### config.mk
export PLATFORM = sky130hd
export DESIGN_NAME = regfile_wb_arbiter
export DESIGN_NICKNAME = d
export VERILOG_FILES = /design/src/rtl/regfile_wb_arbiter.sv
export SDC_FILE = /design/constraint.sdc
export NUM_CORES = 1
export LEC_CHECK = 0
export CORE_ASPECT_RATIO = 0.8
export CORE_MARGIN = 2
export CORE_UTILIZATION = 45
export DETAILED_ROUTE_END_ITERATION = 6
export PLACE_DENSITY = 0.77
export RECOVER_POWER = 100
export SLEW_MARGIN = 20
export SYNTH_ARGS = -nofsm -noshare
export SYNTH_HDL_FRONTEND = slang
export SYNTH_SLANG_ARGS = --single-unit
### constraint.sdc
create_clock -name clk -period 2.5 [get_ports clk]
set_input_delay 0.25 -clock clk [delete_from_list [all_inputs] [get_ports clk]]
set_output_delay 0.25 -clock clk [all_outputs]
set_load 0.01 [all_outputs]
### src/rtl/regfile_wb_arbiter.sv
// Register-file writeback arbiter: round-robin arbitration between the ALU and load/store
// writeback ports, a registered write port, and scoreboard-based RAW/WAW stall generation.
module regfile_wb_arbiter #(
   parameter int DATA_W = 32,
   parameter int ADDR_W = 5
) (
   input  logic              clk,
   input  logic              rst,
   input  logic              rdy,
   input  logic              iss_valid,
   input  logic [ADDR_W-1:0] iss_rd,
   input  logic              rs1_re,
   input  logic              rs2_re,
   input  logic [ADDR_W-1:0] rs1_addr,
   input  logic [ADDR_W-1:0] rs2_addr,
   output logic              stall,
   input  logic              a_valid,
   input  logic [ADDR_W-1:0] a_rd,
   input  logic [DATA_W-1:0] a_data,
   output logic              a_ready,
   input  logic              b_valid,
   input  logic [ADDR_W-1:0] b_rd,
   input  logic [DATA_W-1:0] b_data,
   output logic              b_ready,
   output logic              we,
   output logic [ADDR_W-1:0] waddr,
   output logic [DATA_W-1:0] wdata
);

   localparam int NREG = 2 ** ADDR_W;

   logic [NREG-1:0]   r_pending;
   logic              r_last_b;
   logic              r_we;
   logic [ADDR_W-1:0] r_waddr;
   logic [DATA_W-1:0] r_wdata;

   logic              w_grant_a;
   logic              w_grant_b;
   logic              w_xfer;
   logic [ADDR_W-1:0] w_sel_rd;
   logic [DATA_W-1:0] w_sel_data;
   logic              w_raw1;
   logic              w_raw2;
   logic              w_waw;
   logic              w_issue;
   logic [NREG-1:0]   w_pending_nxt;

   // On a tie the source that did not win the previous transfer is granted.
   always_comb begin
      w_grant_a = 1'b0;
      w_grant_b = 1'b0;
      if (rdy) begin
         if (a_valid && b_valid) begin
            w_grant_a = r_last_b;
            w_grant_b = ~r_last_b;
         end else begin
            w_grant_a = a_valid;
            w_grant_b = b_valid;
         end
      end
   end

   assign a_ready    = w_grant_a;
   assign b_ready    = w_grant_b;
   assign w_xfer     = w_grant_a | w_grant_b;
   assign w_sel_rd   = w_grant_b ? b_rd   : a_rd;
   assign w_sel_data = w_grant_b ? b_data : a_data;

   // A register being written this cycle is forwarded by the register file, so it never stalls.
   assign w_raw1 = rs1_re && (rs1_addr != '0) && r_pending[rs1_addr]
                   && !(r_we && (r_waddr == rs1_addr));
   assign w_raw2 = rs2_re && (rs2_addr != '0) && r_pending[rs2_addr]
                   && !(r_we && (r_waddr == rs2_addr));
   assign w_waw  = iss_valid && (iss_rd != '0) && r_pending[iss_rd]
                   && !(r_we && (r_waddr == iss_rd));

   assign stall   = w_raw1 | w_raw2 | w_waw;
   assign w_issue = iss_valid && !stall && rdy && (iss_rd != '0);

   // Clear is applied first so a same-register issue leaves the bit set.
   always_comb begin
      w_pending_nxt = r_pending;
      if (r_we) begin
         w_pending_nxt[r_waddr] = 1'b0;
      end
      if (w_issue) begin
         w_pending_nxt[iss_rd] = 1'b1;
      end
      w_pending_nxt[0] = 1'b0;
   end

   always_ff @(posedge clk or negedge rst) begin
      if (!rst) begin
         r_pending <= '0;
         r_last_b  <= 1'b1;
         r_we      <= 1'b0;
         r_waddr   <= '0;
         r_wdata   <= '0;
      end else if (rdy) begin
         r_pending <= w_pending_nxt;
         r_we      <= w_xfer && (w_sel_rd != '0);
         if (w_xfer) begin
            r_waddr  <= w_sel_rd;
            r_wdata  <= w_sel_data;
            r_last_b <= w_grant_b;
         end
      end
   end

   assign we    = r_we;
   assign waddr = r_waddr;
   assign wdata = r_wdata;

endmodule

==> summary.txt <==
Outcome
  – Status: finished with violations
  – Failing checks: max-capacitance violations, max-slew violations, negative setup slack

Logic synthesis
  – Mapped cell area: between 0.004 and 0.005 sq mm
  – Syn Inst Count: ~420
  – Syn Nets: a little over 500
  – Post-synthesis sequential area ratio: 0.3922
  – Post-synth ARST share: 1.000
  – Ys flop type: dfrtp_1
  – Synth Register Bits: 70
  – Post-synth EDFFs: 0
  – Synthesis warning total: 0
  – Post-synth cell types: 53
  – Mapped Avg Cell Area: around 11 sq um

Power and ir drop
  – Clock power share: 0.332
  – Pwr dens: roughly 680 mW/mm^2
  – Leakage power: 2.893 nW
  – P_sw: 1.385 mW
  – Comb power frac: 0.318
  – Maximum vdd ir drop: approximately 0.47 mV
  – Seq pwr share: 0.351
  – Power Internal: roughly 3.1 mW
  – Power, Total: ~4.5 mW
  – Sw Share: 0.3080

Floorplanning
  – Die area: 0.01075 sq mm
  – Row count: 32
  – Core area: between 0.009 and 0.01 sq mm
  – Io pins: 138
  – Die Ht: about 93 microns
  – Effective utilization at floorplan: 0.4632
  – Die Span X: between 100 and 150 microns

Critical path
  – Cell Chain, Critical Path: mux4_2, a22o_1, a221oi_2, a31oi_1, a41o_4, or2_4, buf_6
  – Critical Path Fanout Max: 4
  – Crit path arrival time: around 2.5 ns
  – Crit path kind: flip-flop to primary output
  – CP startpoint kind: flip-flop
  – Slowest CP cell: mux4_2
  – Worst setup EP type: primary output
  – Critical path's largest stage delay: 0.48 ns
  – Register-to-register setup slack: 0.02 ns
  – Worst R2R Path Depth: 7
  – Required time worst endpoint: ~2.3 ns

Global route
  – Global Route Usage Sum: 0.3037
  – Antenna violations before repair: 0
  – Largest net degree at the start of global routing: 71
  – Wire length of the first global-routing pass: approximately 24 mm
  – Vias in the first global route: roughly 4500
  – Grt ovf: 0

Clock tree
  – Worst-case clock buffer depth: 2
  – CTS tree: built
  – CTS buffer count: 9
  – Postcts setup bufs: 0
  – H-Tree Depth: 3
  – Clock latency on the worst-skew pair: around 0.34 ns
  – CTS hold repair buffers: 0
  – Number of clock sinks: 70
  – CTS Root Cell: clkbuf_16
  – Reg clk slew, reported paths: about 0.050 ns

Cells and area
  – Fin util: 0.6894
  – Post-Layout Cell Count: around 730
  – Synth-to-layout area growth: 48.85%
  – Antenna Cells: 0
  – Highest-count cells in the layout ignoring fill and taps: clkdlybuf4s50_1 (91), dfrtp_1 (65), buf_4 (59)
  – Fraction of layout cells with a size suffix above 1: 0.2479
  – Most common cell after layout, fill and taps aside: clkdlybuf4s50_1
  – Final std cell area, no fill: between 0.006 and 0.007 sq mm
  – Post-layout nets: roughly 690

Drt
  – DRC errors left: 0
  – Antenna viol nets, final: 0
  – Final WL: 15.59 mm
  – First drt pass iteration count: 7
  – Vias: 4484
  – DRT iter0 DRCs: a little under 500
  – Vias per cell: 6.117
  – Average wire per standard cell: ~21 microns

Placed design
  – Inst Count DP: 717
  – Placed cell area: 0.006319 sq mm
  – Dpl hpwl: between 10 and 15 mm
  – RD Place Congestion: just over 1
  – Number of buffers added on ports: roughly 140

Timing
  – Setup ws final: -0.2414 ns
  – RSZ-0062 raised after global routing: true
  – Min Tclk post-route: approximately 2.7 ns
  – TNS Setup: -0.2414 ns
  – Final Slew Violations: between 70 and 80
  – Final setup viols: 1
  – Slew margin rel.: -0.1719
  – Final period util: 1.097
  – Worst-Margin Slew: around 1.8 ns
  – Clock skew: 0.006967 ns
  – Final hold violation count: 0
  – Max frequency: about 360 MHz

Run
  – Max cap viols: 1

Min path
  – Tightest Hold Check Type: primary input to asynchronous set/reset pin
[layer usage]
layer / track usage / wire (microns) / part of all wire
met5: 0 / 0 / 0
met1: 0.4149 / 6363 / 0.41
met2: 0.4537 / 7152 / 0.46
met4: 0.1345 / 514 / 0.033
met3: 0.07971 / 1556 / 0.10
[area by class of cell]
type	instances	area, sq um
clock inverter	6	108.9
timing repair buffer	201	1847
sequential	70	1758
inverter	38	142.6
multi-input combinational	272	2387
fill	740	2997
tap	136	170.2
clock buffer	10	239.0
[stage by stage]
stage / hold WS, ns / worst slack [ns]
6_report: 0.4796 / -0.2414
5_1_grt: 0.5154 / -0.3022
4_1_cts: 0.1618 / -0.2021
3_5_place_dp: 0.4919 / -0.8664
3_3_place_gp: 0.4855 / -0.7874
2_1_floorplan: -0.04559 / 0.2211
[critical path, delay by kind of cell (launching register included)]
kind | cells | cell delay (ns)
flip-flops | 1 | 0.45
multiplexers | 1 | 0.48
buffers and inverters | 1 | 0.13
AO/OA/AOI/OAI | 4 | 0.85
AND/OR/NAND/NOR | 1 | 0.25
[registers in the layout, summed over array words and instances (netlist names)]
| signal | count |
|---|---|
| waddr | 5 |
| r_last_b | 1 |
| wdata | 32 |
| r_pending | 31 |
| we | 1 |
[cell families after synthesis]
| logic type | synth area share |
|---|---|
| AOI/OAI and AO/OA | 0.2494 |
| and+or+nand+nor | 0.1184 |
| buffers and inverters | 0.07754 |
| DFF | 0.3922 |
| muxes | 0.1330 |
| xor gates and xnor gates | 0.02940 |
[Yosys cell counts (all sizes together), types with 5 or more instances]
| library cell | count | share of area |
|---|---|---|
| mux2 | 5 | 0.013 |
| xnor2 | 6 | 0.012 |
| buf | 16 | 0.024 |
| nor2b | 5 | 0.0070 |
| o21ai | 39 | 0.044 |
| nand2 | 14 | 0.012 |
| nor2 | 6 | 0.0050 |
| mux2i | 11 | 0.025 |
| a222oi | 32 | 0.072 |
| dfrtp | 69 | 0.39 |
| xor2 | 9 | 0.018 |
| clkbuf | 26 | 0.022 |
| mux4 | 18 | 0.096 |
| o31ai | 33 | 0.093 |
| inv | 38 | 0.032 |
| nand3 | 39 | 0.044 |
[power by group through the flow]
stage	sequential, mW	clock (mW)	combinational, mW
floorplan	1.53	0	0.725
global placement	1.56	0	1.41
detailed placement	1.58	0	1.44
CTS	1.56	1.52	1.46
global route	1.59	1.56	1.53
finish	1.58	1.49	1.43
[final timing paths]
kind,startpoint,to
worst min-delay path,rst,wdata[20]
min in group clk,wdata[11],wdata[11]
worst max register to register,r_pending[7],r_pending[26]
worst min register to register,wdata[11],wdata[11]
max in group asynchronous,rst,r_pending[7]
worst max-delay path,r_pending[7],stall
[repair_timing]
item / in CTS / in global routing
pin swaps: 6 / 1
resized for setup: 16 / 2
setup endpoints to repair: 32 / 32
Power figures use the tool's default switching activity.
